<file path="src/rtl/sccb_defs.sv">
// Shared definitions for the SCCB init sequencer: phase codes,
// table markers and FSM state encoding.
package sccb_defs;

  localparam logic [2:0] PHASE_W3 = 3'b001;
  localparam logic [2:0] PHASE_W2 = 3'b010;
  localparam logic [2:0] PHASE_R2 = 3'b100;

  localparam logic [15:0] ENTRY_END   = 16'hFFFF;
  localparam logic [15:0] ENTRY_DELAY = 16'hFFF0;

  localparam logic [2:0] ST_IDLE   = 3'd0;
  localparam logic [2:0] ST_FETCH  = 3'd1;
  localparam logic [2:0] ST_DECODE = 3'd2;
  localparam logic [2:0] ST_ISSUE  = 3'd3;
  localparam logic [2:0] ST_WAIT   = 3'd4;
  localparam logic [2:0] ST_GAP    = 3'd5;
  localparam logic [2:0] ST_DELAY  = 3'd6;
  localparam logic [2:0] ST_DONE   = 3'd7;

  typedef enum logic [2:0] {
    S_IDLE   = ST_IDLE,
    S_FETCH  = ST_FETCH,
    S_DECODE = ST_DECODE,
    S_ISSUE  = ST_ISSUE,
    S_WAIT   = ST_WAIT,
    S_GAP    = ST_GAP,
    S_DELAY  = ST_DELAY,
    S_DONE   = ST_DONE
  } state_t;

endpackage

</file>
<file path="src/rtl/ov7670_init_rom.sv">
// Register table for the OV7670, read with one cycle of latency.
// MODE selects an alternate table (1: short, 2: empty, 3: no END).
module ov7670_init_rom
  import sccb_defs::*;
#(
  parameter int AW   = 8,
  parameter int MODE = 0
) (
  input  logic          i_clk,
  input  logic          i_reset_n,
  input  logic [AW-1:0] i_addr,
  output logic [15:0]   o_entry
);

  logic [15:0] w_entry;

  always_comb begin
    w_entry = ENTRY_END;
    if (MODE == 3) begin
      w_entry = {8'h20, 8'(i_addr)};
    end else if (MODE == 2) begin
      w_entry = ENTRY_END;
    end else if (MODE == 1) begin
      case (int'(i_addr))
        0:       w_entry = 16'h1280;
        1:       w_entry = ENTRY_DELAY;
        2:       w_entry = 16'h1214;
        default: w_entry = ENTRY_END;
      endcase
    end else begin
      // soft reset first, then settle before the real config
      case (int'(i_addr))
        0:       w_entry = 16'h1280;
        1:       w_entry = ENTRY_DELAY;
        2:       w_entry = 16'h1204;
        3:       w_entry = 16'h1100;
        4:       w_entry = 16'h0C00;
        5:       w_entry = 16'h3E00;
        6:       w_entry = 16'h40D0;
        7:       w_entry = 16'h3A04;
        8:       w_entry = 16'h8C00;
        default: w_entry = ENTRY_END;
      endcase
    end
  end

  always_ff @(posedge i_clk or negedge i_reset_n) begin
    if (!i_reset_n) o_entry <= '0;
    else            o_entry <= w_entry;
  end

endmodule

</file>
<file path="src/rtl/sccb_init_sequencer.sv">
// Walks the init table and issues one 3-phase SCCB write per entry,
// with settling delays, bus-free gaps and a per-write timeout.
module sccb_init_sequencer
  import sccb_defs::*;
#(
  parameter int          CLK_FREQ_HZ    = 100_000_000,
  parameter int          DELAY_MS       = 10,
  parameter int          GAP_CYCLES     = 1000,
  parameter int          TIMEOUT_CYCLES = 2_000_000,
  parameter logic [7:0]  DEV_ADDR       = 8'h42,
  parameter int          ROM_AW         = 8,
  parameter int          ROM_MODE       = 0
) (
  input  logic              i_clk,
  input  logic              i_reset_n,
  input  logic              i_start,
  input  logic [2:0]        i_phase_done,
  output logic [7:0]        o_main_addr,
  output logic [7:0]        o_sub_addr,
  output logic [7:0]        o_data,
  output logic [2:0]        o_phase,
  output logic              o_busy,
  output logic              o_done,
  output logic              o_error,
  output logic [ROM_AW-1:0] o_index
);

  localparam int DLY_RAW = DELAY_MS * (CLK_FREQ_HZ / 1000);
  localparam int DLY_LD  = (DLY_RAW > 0) ? DLY_RAW - 1 : 0;
  localparam int GAP_LD  = (GAP_CYCLES > 0) ? GAP_CYCLES - 1 : 0;
  localparam int TO_LD   = (TIMEOUT_CYCLES > 0) ? TIMEOUT_CYCLES - 1 : 0;
  localparam int MAX_A   = (DLY_LD > GAP_LD) ? DLY_LD : GAP_LD;
  localparam int MAX_LD  = (MAX_A > TO_LD) ? MAX_A : TO_LD;
  localparam int CW      = (MAX_LD > 0) ? $clog2(MAX_LD + 1) : 1;

  state_t            r_state, w_state;
  logic [ROM_AW-1:0] r_index, w_index;
  logic [CW-1:0]     r_cnt, w_cnt;
  logic [2:0]        r_phase, w_phase;
  logic [7:0]        r_sub, w_sub;
  logic [7:0]        r_data, w_data;
  logic              r_busy, w_busy;
  logic              r_done, w_done;
  logic              r_error, w_error;
  logic              r_pd_q;
  logic [15:0]       w_entry;
  logic              w_rise;
  logic              w_last;
  logic              w_unused_pd;

  ov7670_init_rom #(
    .AW   (ROM_AW),
    .MODE (ROM_MODE)
  ) u_rom (
    .i_clk     (i_clk),
    .i_reset_n (i_reset_n),
    .i_addr    (r_index),
    .o_entry   (w_entry)
  );

  assign w_rise      = i_phase_done[0] & ~r_pd_q;
  assign w_last      = (r_index == {ROM_AW{1'b1}});
  assign w_unused_pd = ^i_phase_done[2:1];

  always_comb begin
    w_state = r_state;
    w_index = r_index;
    w_cnt   = r_cnt;
    w_phase = r_phase;
    w_sub   = r_sub;
    w_data  = r_data;
    w_busy  = r_busy;
    w_done  = r_done;
    w_error = r_error;
    unique case (r_state)
      S_IDLE, S_DONE: begin
        if (i_start) begin
          w_index = '0;
          w_error = 1'b0;
          w_done  = 1'b0;
          w_busy  = 1'b1;
          w_state = S_FETCH;
        end
      end
      S_FETCH: w_state = S_DECODE;
      S_DECODE: begin
        if (w_entry == ENTRY_END) begin
          w_busy  = 1'b0;
          w_done  = 1'b1;
          w_state = S_DONE;
        end else if (w_entry == ENTRY_DELAY) begin
          w_cnt   = CW'(DLY_LD);
          w_state = S_DELAY;
        end else begin
          w_sub   = w_entry[15:8];
          w_data  = w_entry[7:0];
          w_cnt   = CW'(TO_LD);
          w_phase = PHASE_W3;
          w_state = S_ISSUE;
        end
      end
      S_ISSUE: w_state = S_WAIT;
      S_WAIT: begin
        if (w_rise) begin
          w_phase = '0;
          if (w_last) begin
            w_busy  = 1'b0;
            w_done  = 1'b1;
            w_state = S_DONE;
          end else begin
            w_index = r_index + ROM_AW'(1);
            w_cnt   = CW'(GAP_LD);
            w_state = S_GAP;
          end
        end else if (r_cnt == '0) begin
          w_phase = '0;
          w_error = 1'b1;
          w_busy  = 1'b0;
          w_done  = 1'b1;
          w_state = S_DONE;
        end else begin
          w_cnt = r_cnt - CW'(1);
        end
      end
      S_GAP: begin
        if (r_cnt == '0) w_state = S_FETCH;
        else             w_cnt   = r_cnt - CW'(1);
      end
      S_DELAY: begin
        if (r_cnt != '0) begin
          w_cnt = r_cnt - CW'(1);
        end else if (w_last) begin
          w_busy  = 1'b0;
          w_done  = 1'b1;
          w_state = S_DONE;
        end else begin
          w_index = r_index + ROM_AW'(1);
          w_state = S_FETCH;
        end
      end
      default: w_state = S_IDLE;
    endcase
  end

  always_ff @(posedge i_clk or negedge i_reset_n) begin
    if (!i_reset_n) begin
      r_state <= S_IDLE;
      r_index <= '0;
      r_cnt   <= '0;
      r_phase <= '0;
      r_sub   <= '0;
      r_data  <= '0;
      r_busy  <= 1'b0;
      r_done  <= 1'b0;
      r_error <= 1'b0;
      r_pd_q  <= 1'b0;
    end else begin
      r_state <= w_state;
      r_index <= w_index;
      r_cnt   <= w_cnt;
      r_phase <= w_phase;
      r_sub   <= w_sub;
      r_data  <= w_data;
      r_busy  <= w_busy;
      r_done  <= w_done;
      r_error <= w_error;
      r_pd_q  <= i_phase_done[0];
    end
  end

  assign o_main_addr = DEV_ADDR;
  assign o_sub_addr  = r_sub;
  assign o_data      = r_data;
  assign o_phase     = r_phase;
  assign o_busy      = r_busy;
  assign o_done      = r_done;
  assign o_error     = r_error;
  assign o_index     = r_index;

endmodule

</file>
<file path="config.mk">
export PLATFORM = sky130hd
export DESIGN_NAME = sccb_init_sequencer
export DESIGN_NICKNAME = d
export VERILOG_FILES = /design/src/rtl/sccb_defs.sv /design/src/rtl/ov7670_init_rom.sv /design/src/rtl/sccb_init_sequencer.sv
export SDC_FILE = /design/constraint.sdc
export NUM_CORES = 1
export LEC_CHECK = 0
export ABC_CLOCK_PERIOD_IN_PS = 4850
export BUFFER_PORTS_ARGS = -buffer_cell sky130_fd_sc_hd__clkbuf_2
export CELL_PAD_IN_SITES_DETAIL_PLACEMENT = 1
export CELL_PAD_IN_SITES_GLOBAL_PLACEMENT = 1
export CORE_MARGIN = 2
export CORE_UTILIZATION = 29
export CTS_CLUSTER_DIAMETER = 50
export CTS_CLUSTER_SIZE = 24
export DETAILED_ROUTE_END_ITERATION = 7
export MAX_ROUTING_LAYER = met4
export PLACE_DENSITY_LB_ADDON = 0.25
export SKIP_CTS_REPAIR_TIMING = 1
export SYNTH_ARGS = -nofsm -noshare
export SYNTH_HDL_FRONTEND = slang
export SYNTH_HIERARCHICAL = 1
export SYNTH_SLANG_ARGS = --single-unit
</file>
<file path="constraint.sdc">
create_clock -name i_clk -period 4.85 [get_ports i_clk]
set_input_delay 0 -clock i_clk [delete_from_list [all_inputs] [get_ports i_clk]]
set_output_delay 0 -clock i_clk [all_outputs]
set_load 0.005 [all_outputs]
</file>
==> results.md, run 1 <==
* Run status: completed
* Leakage dissipation at 1.71 nW
* Clock transition at the registers of the reported paths at 60 ps
* Register area share after synthesis at 45.8%
* Top-count cell post-synth: sky130_fd_sc_hd__dfrtp_1
* Pin count of the biggest net entering global routing at 66
* Area leader, netlist: sky130_fd_sc_hd__dfrtp_1
* Top cells by instance count after synthesis: sky130_fd_sc_hd__dfrtp_1, sky130_fd_sc_hd__o21ai_0, sky130_fd_sc_hd__nand2_1, sky130_fd_sc_hd__nor2_1, sky130_fd_sc_hd__a21oi_1
* Most common flop cell mapped by yosys: sky130_fd_sc_hd__dfrtp_1
* Internal power consumption at 1.42 mW
* Critical Path Source Type: register
* Total wire length after detailed routing at 9.87 mm
* Final clock period utilization by the worst path at 62.4%
* Routed wirelength normalized by instance count at 17.6 um
* HP Start: i_start
* RR Startpoint: r_cnt[0]
* PnR Total Power at 2.33 mW
* Portion of synthesized cell area occupied by the leading cell type at 45.8%
* Area added between synthesis and finish at 15.2%
* RD Place Congestion at 0.773
* Layout cells sized above 1 at 18.9%
* Reg power frac at 38.0%
* Slew Viols, Final at 0
* Global-route usage over all layers at 16.3%
* First-pass iteration count of the detailed router at 4
* RSZ-0062 raised after global routing: false
* Number of placed instances, taps included at 542
* Total negative slack for setup checks at 0 ps
* Biggest area contributors in the synthesized netlist: sky130_fd_sc_hd__dfrtp_1, sky130_fd_sc_hd__o21ai_0, sky130_fd_sc_hd__mux2_2
* Hold depth at 5
* Final count of negative-setup-slack endpoints at 0
* Post-synthesis async set-or-reset flop share at 100%
* Required time of the critical path at 5100 ps
* Worst reg2reg endpoint: o_index[2]
* TritonCTS Buffers at 9
* HPWL after DPL at 6.83 mm
* Count of maximum capacitance violations at 0
* I/O Buffers at 31
* TritonCTS clock tree: yes
* Path depth of the worst reg2reg path at 8
* Row Count at 40
* Maximum fanout encountered on the critical timing path at 11
* Critical setup path kind: reg -> reg
* Initial antenna violation count at 0
* Number of H-tree branching levels at 3
* Wire length of the first global-routing pass at 16.3 mm
* Ratio of routed vias to standard cells at 5.39
* Synthesized flop and latch total at 65
* Worst-Skew Late Latency at 330 ps
* Endpoint with the worst hold slack: r_state[0]
* VDD IR max at 0.203 mV
* Vias at 3021
* Floorplan die width at 115 um
* Critical Path Sink Type: register
* Slew of the pin with the lowest slew margin at 956 ps
* Fin nets at 416
* Worst slack at placement at 1820 ps
* Hold Path Class: in -> reg
* Final Instance Area at 4090 um^2
* Number of nets with antenna violations after detailed routing at 0
* Number of ports placed on the die boundary at 44
* YS warnings at 6
* Number of remaining DRC errors at 0
* Final worst-path setup slack at 1820 ps
* Mean area per synthesized cell at 9.24 um^2
* Distinct cells, synth at 57
* Highest attainable clock frequency at 330 MHz
* Total Die Area at 13100 um^2
* Standard cell area after detailed placement at 3760 um^2
* Number of flops mapped to enable cells by yosys at 0
* Power density over the cells at 569 nW/um^2
* Number of cells produced by synthesis at 384
* Minimum period implied by the final worst setup slack at 3030 ps
* Clock Sinks at 65
* Post-route clock skew at 7.55 ps
* Root Driver: sky130_fd_sc_hd__clkbuf_16
* Final cell count without fillers at 560
* Vert. Die Dim at 115 um
* Vias in the first global route at 3051
* Maximum buffer depth of the clock tree at 2
* Total grt overflow at 0
* Starting density of the core at 29.7%
* Register-to-register path setup slack at 1820 ps
* Fraction of power spent switching nets at 38.9%
* Arr. time, crit path at 3270 ps
* Logic pwr share at 32.6%
* Max_slew headroom at 35.7%
* Net Sw Power at 0.905 mW
* Number of diodes added for antenna fixing at 0
* Clock network fraction of design power at 29.4%
* Cell area after technology mapping at 3550 um^2
* Core ar. at 12000 um^2
* Drt first-iter violations at 116
* Total count of hold-check failures in the final report at 0
-- critical path: stages, from the launching register on --
cell                       delay (ps)
sky130_fd_sc_hd__dfrtp_1          410
sky130_fd_sc_hd__inv_1             70
sky130_fd_sc_hd__ha_1             180
sky130_fd_sc_hd__nor4b_1          540
sky130_fd_sc_hd__nand2_1          230
sky130_fd_sc_hd__nor4_1           590
sky130_fd_sc_hd__o21ai_1          380
sky130_fd_sc_hd__or3_1            390
sky130_fd_sc_hd__a21boi_0         160
-- cells in the final DEF, fill, tap and decap left out, drive strengths merged, types with 3 or more instances in the layout --
master  instances
a21o            3
a21oi          25
a22o            5
a31oi           7
and2            4
and3            4
buf             3
clkbuf         39
conb           10
dfrtp          65
inv            12
mux2           16
nand2          33
nand2b          8
nand3           7
nand4           8
nor2           32
nor3           10
nor4            8
o21a            3
o21ai          45
o31a            3
o31ai           8
o32a            4
or2             5
or3             8
or4             5
-- cell families (layout without fill, tap and decap cells) --
| group | Yosys count | after routing | synth area share, % |
|---|---|---|---|
| and+or+nand+nor | 141 | 141 | 20.9 |
| muxes | 18 | 18 | 5.64 |
| buffers and inverters | 38 | 59 | 5.71 |
| AOI/OAI and AO/OA | 118 | 118 | 21.0 |
| DFF | 65 | 65 | 45.8 |
| other | 2 | 10 | 0.212 |
| adders and majority gates | 2 | 2 | 0.705 |
-- worst max-delay path by stage --
stage / start / endpoint / slack (ps) / depth (start not counted)
6_report: r_cnt[0] / o_index[2] / 1820 / 8
5_1_grt: r_cnt[0] / o_index[2] / 1400 / 8
4_1_cts: r_cnt[0] / o_index[2] / 1730 / 8
3_5_place_dp: r_cnt[0] / o_index[2] / 1820 / 8
3_3_place_gp: r_cnt[0] / o_index[2] / 1820 / 8
2_1_floorplan: r_cnt[0] / o_index[7] / 2610 / 9
-- per-stage QoR --
stage	hold slack, ps	util [%]
final	142	34.2
after global routing	180	34.2
after CTS	-214	34.0
after detailed placement	126	31.4
after global placement	131	31.4
after floorplan	-296	-
-- flip-flops by register name (all words and copies together), names as in the netlist --
name           cells
o_busy             1
o_data             8
o_done             1
o_error            1
o_index            8
o_phase            1
o_sub_addr         8
r_cnt             21
r_pd_q             1
r_state            3
u_rom/o_entry     12
-- metal layers --
metal	GRT usage, %	vias up	part of all wire, %
li1	-	1439	-
met1	21.5	1516	48
met2	25.6	51	47
met3	2.49	15	3.3
met4	5.45	0	1.9
met5	-	-	0
-- cell type report --
| type | count | area [um^2] |
|---|---|---|
| clock buffers | 9 | 225 |
| clock inverters | 7 | 82.6 |
| fillers | 1381 | 7870 |
| inverters | 8 | 30.0 |
| multi-input cells | 289 | 1750 |
| flip-flops and latches | 65 | 1630 |
| well taps | 147 | 184 |
| repair buffers | 35 | 190 |
-- power groups by stage --
stage               logic, mW  registers [mW]  clock network (mW)
floorplan               0.595           0.805                   0
global placement        0.739           0.887                   0
detailed placement      0.761           0.895                   0
CTS                     0.768           0.885               0.697
global route            0.853           0.917               0.717
finish                  0.758           0.885               0.682
(Power assumes the default switching activity.)
==> inputs of run 2 (changes only) <==
Settings changed: ABC_AREA set to 1, ABC_CLOCK_PERIOD_IN_PS 4850 to 3100.
Clock period 4.85 ns to 3.1 ns, I/O delays scaled along.
==> run 2 against run 1 <==
  * Sequential power increased by 42%
  * Critical endpoint is now r_cnt[6]
  * Core utilization about the same
  * Die area increased by 10%
  * Sequential share of layout area decreased by 3.9 points
  * Wire length increased by 5.8%
==> results.md, run 2 <==
* Synthesized flop and latch total at 65
* Critical Path Sink Type: register
* Pin count of the biggest net entering global routing at 43
* Final clock period utilization by the worst path at 72.2%
* Root Driver: sky130_fd_sc_hd__clkbuf_16
* Routed wirelength normalized by instance count at 14.0 um
* Most frequent standard cell in the layout excluding fill and tap cells: sky130_fd_sc_hd__nand2_1
* Drt first-iter violations at 88
* Starting density of the core at 29.6%
* Biggest registers after layout: r_cnt (21), u_rom/o_entry (12)
* Largest register FFs at 21
* Total negative slack for setup checks at 0 ps
* Slew of the pin with the lowest slew margin at 1030 ps
* RD Place Congestion at 0.810
* Top-count cell post-synth: sky130_fd_sc_hd__nand2_1
* Run status: completed
* Ratio of routed vias to standard cells at 4.64
* Initial antenna violation count at 0
* Layout cells sized above 1 at 16.4%
* Number of diodes added for antenna fixing at 0
* Most common flop cell mapped by yosys: sky130_fd_sc_hd__dfrtp_1
* HPWL after DPL at 7.86 mm
* Slew Viols, Final at 0
* Minimum period implied by the final worst setup slack at 2240 ps
* RR Startpoint: r_cnt[0]
* Total grt overflow at 0
* TritonCTS clock tree: yes
* Highest attainable clock frequency at 447 MHz
* Maximum fanout encountered on the critical timing path at 8
* Mean area per synthesized cell at 7.40 um^2
* Worst slack at placement at 851 ps
* Most flop-heavy register: r_cnt
* Core ar. at 13200 um^2
* Total Die Area at 14500 um^2
* RSZ-0062 raised after global routing: false
* Number of H-tree branching levels at 3
* VDD IR max at 0.356 mV
* Area added between synthesis and finish at 15.5%
* Number of cells produced by synthesis at 530
* Post-synthesis async set-or-reset flop share at 100%
* Number of ports placed on the die boundary at 44
* Maximum buffer depth of the clock tree at 2
* Distinct cells, synth at 40
* Critical Path Source Type: register
* Register area share after synthesis at 41.5%
* Area leader, netlist: sky130_fd_sc_hd__dfrtp_1
* Launch point of the worst path: r_cnt[0]
* Floorplan die width at 120 um
* Standard cell area after detailed placement at 4220 um^2
* Final count of negative-setup-slack endpoints at 0
* Max_slew headroom at 31.3%
* Most frequent cells in the layout: sky130_fd_sc_hd__nand2_1, sky130_fd_sc_hd__dfrtp_1, sky130_fd_sc_hd__nor2_1, sky130_fd_sc_hd__inv_1, sky130_fd_sc_hd__nand3_1
* Total count of hold-check failures in the final report at 0
* Hold Path Class: in -> reg
* Biggest area contributors in the synthesized netlist: sky130_fd_sc_hd__dfrtp_1, sky130_fd_sc_hd__nand2_1, sky130_fd_sc_hd__nor2_1
* Leakage dissipation at 2.25 nW
* Number of remaining DRC errors at 0
* Power density over the cells at 806 nW/um^2
* Total wire length after detailed routing at 10.4 mm
* Required time of the critical path at 3330 ps
* Worst-Skew Late Latency at 340 ps
* Vias at 3469
* PnR Total Power at 3.65 mW
* Global-route usage over all layers at 16.2%
* Clock Sinks at 65
* I/O Buffers at 31
* Post-route clock skew at 8.21 ps
* Final worst-path setup slack at 862 ps
* TritonCTS Buffers at 9
* Cell area after technology mapping at 3920 um^2
* Fin nets at 575
* Number of nets with antenna violations after detailed routing at 0
* Critical setup path kind: reg -> reg
* Final Instance Area at 4530 um^2
* Portion of synthesized cell area occupied by the leading cell type at 41.5%
* Wire length of the first global-routing pass at 17.9 mm
* Top cells by instance count after synthesis: sky130_fd_sc_hd__nand2_1, sky130_fd_sc_hd__dfrtp_1, sky130_fd_sc_hd__nor2_1, sky130_fd_sc_hd__inv_1, sky130_fd_sc_hd__nand3_1
* Hold slack at 118 ps
* YS warnings at 6
* Row Count at 42
* First-pass iteration count of the detailed router at 4
* Clock transition at the registers of the reported paths at 60 ps
* Vert. Die Dim at 120 um
* Number of flops mapped to enable cells by yosys at 0
* Vias in the first global route at 3529
* Count of maximum capacitance violations at 0
* Arr. time, crit path at 2470 ps
* HP Start: i_start
[run 2: logic make-up after synthesis]
group | Yosys count | synth area share [%]
compound gates | 53 | 8.17
xor+xnor | 9 | 2.01
fa+ha+maj | 2 | 0.638
buf+inv | 80 | 9.54
flops | 65 | 41.5
mux | 16 | 4.60
other cells | 2 | 0.192
simple gates | 303 | 33.4
[run 2: power breakdown]
| part | switching [mW] | leakage, nW | internal [mW] |
|---|---|---|---|
| logic | 0.913 | 1.31 | 0.485 |
| registers | 0.212 | 0.808 | 1.05 |
| clock network | 0.420 | 0.132 | 0.571 |
[run 2: per-stage QoR]
stage,util (%),std cells
floorplan,-,538
global placement,31.9,730
detailed placement,31.9,730
CTS,34.1,746
global route,34.2,748
finish,34.2,748
[run 2: path summary, 6_finish.rpt]
path                                     to  slack (ps)  depth (start not counted)
max in group asynchronous  u_rom/o_entry[6]        1930                          3
max                                r_cnt[6]         860                         10
min                                 o_error         120                          5
max reg2reg                        r_cnt[6]         860                         10
min in group asynchronous            o_done         390                          2
min reg2reg                   o_sub_addr[0]         490                          1
[run 2: final cells by class]
cell class / instances / area [um^2]
clock buffers: 10 / 239
clock inverters: 6 / 48.8
fillers: 1702 / 8710
inverters: 58 / 218
multi-input cells: 393 / 1950
flip-flops and latches: 65 / 1630
well taps: 176 / 220
repair buffers: 40 / 228
[run 2: worst max-delay path, cell delays in order, from the launching register on]
cell,delay [ps]
sky130_fd_sc_hd__dfrtp_1,400
sky130_fd_sc_hd__inv_1,90
sky130_fd_sc_hd__ha_1,250
sky130_fd_sc_hd__nand2_1,180
sky130_fd_sc_hd__nor2_4,240
sky130_fd_sc_hd__nand4_1,370
sky130_fd_sc_hd__buf_4,310
sky130_fd_sc_hd__a21oi_1,130
sky130_fd_sc_hd__nand2_1,60
sky130_fd_sc_hd__nand2_1,60
sky130_fd_sc_hd__nand2_1,50
[run 2: routing by layer]
metal	part of all wire [%]	vias up	track usage, %
met5	0	-	-
met4	1.5	0	5.23
met3	2.6	11	3.30
met2	46	41	25.2
met1	50	1679	21.4
li1	-	1738	-
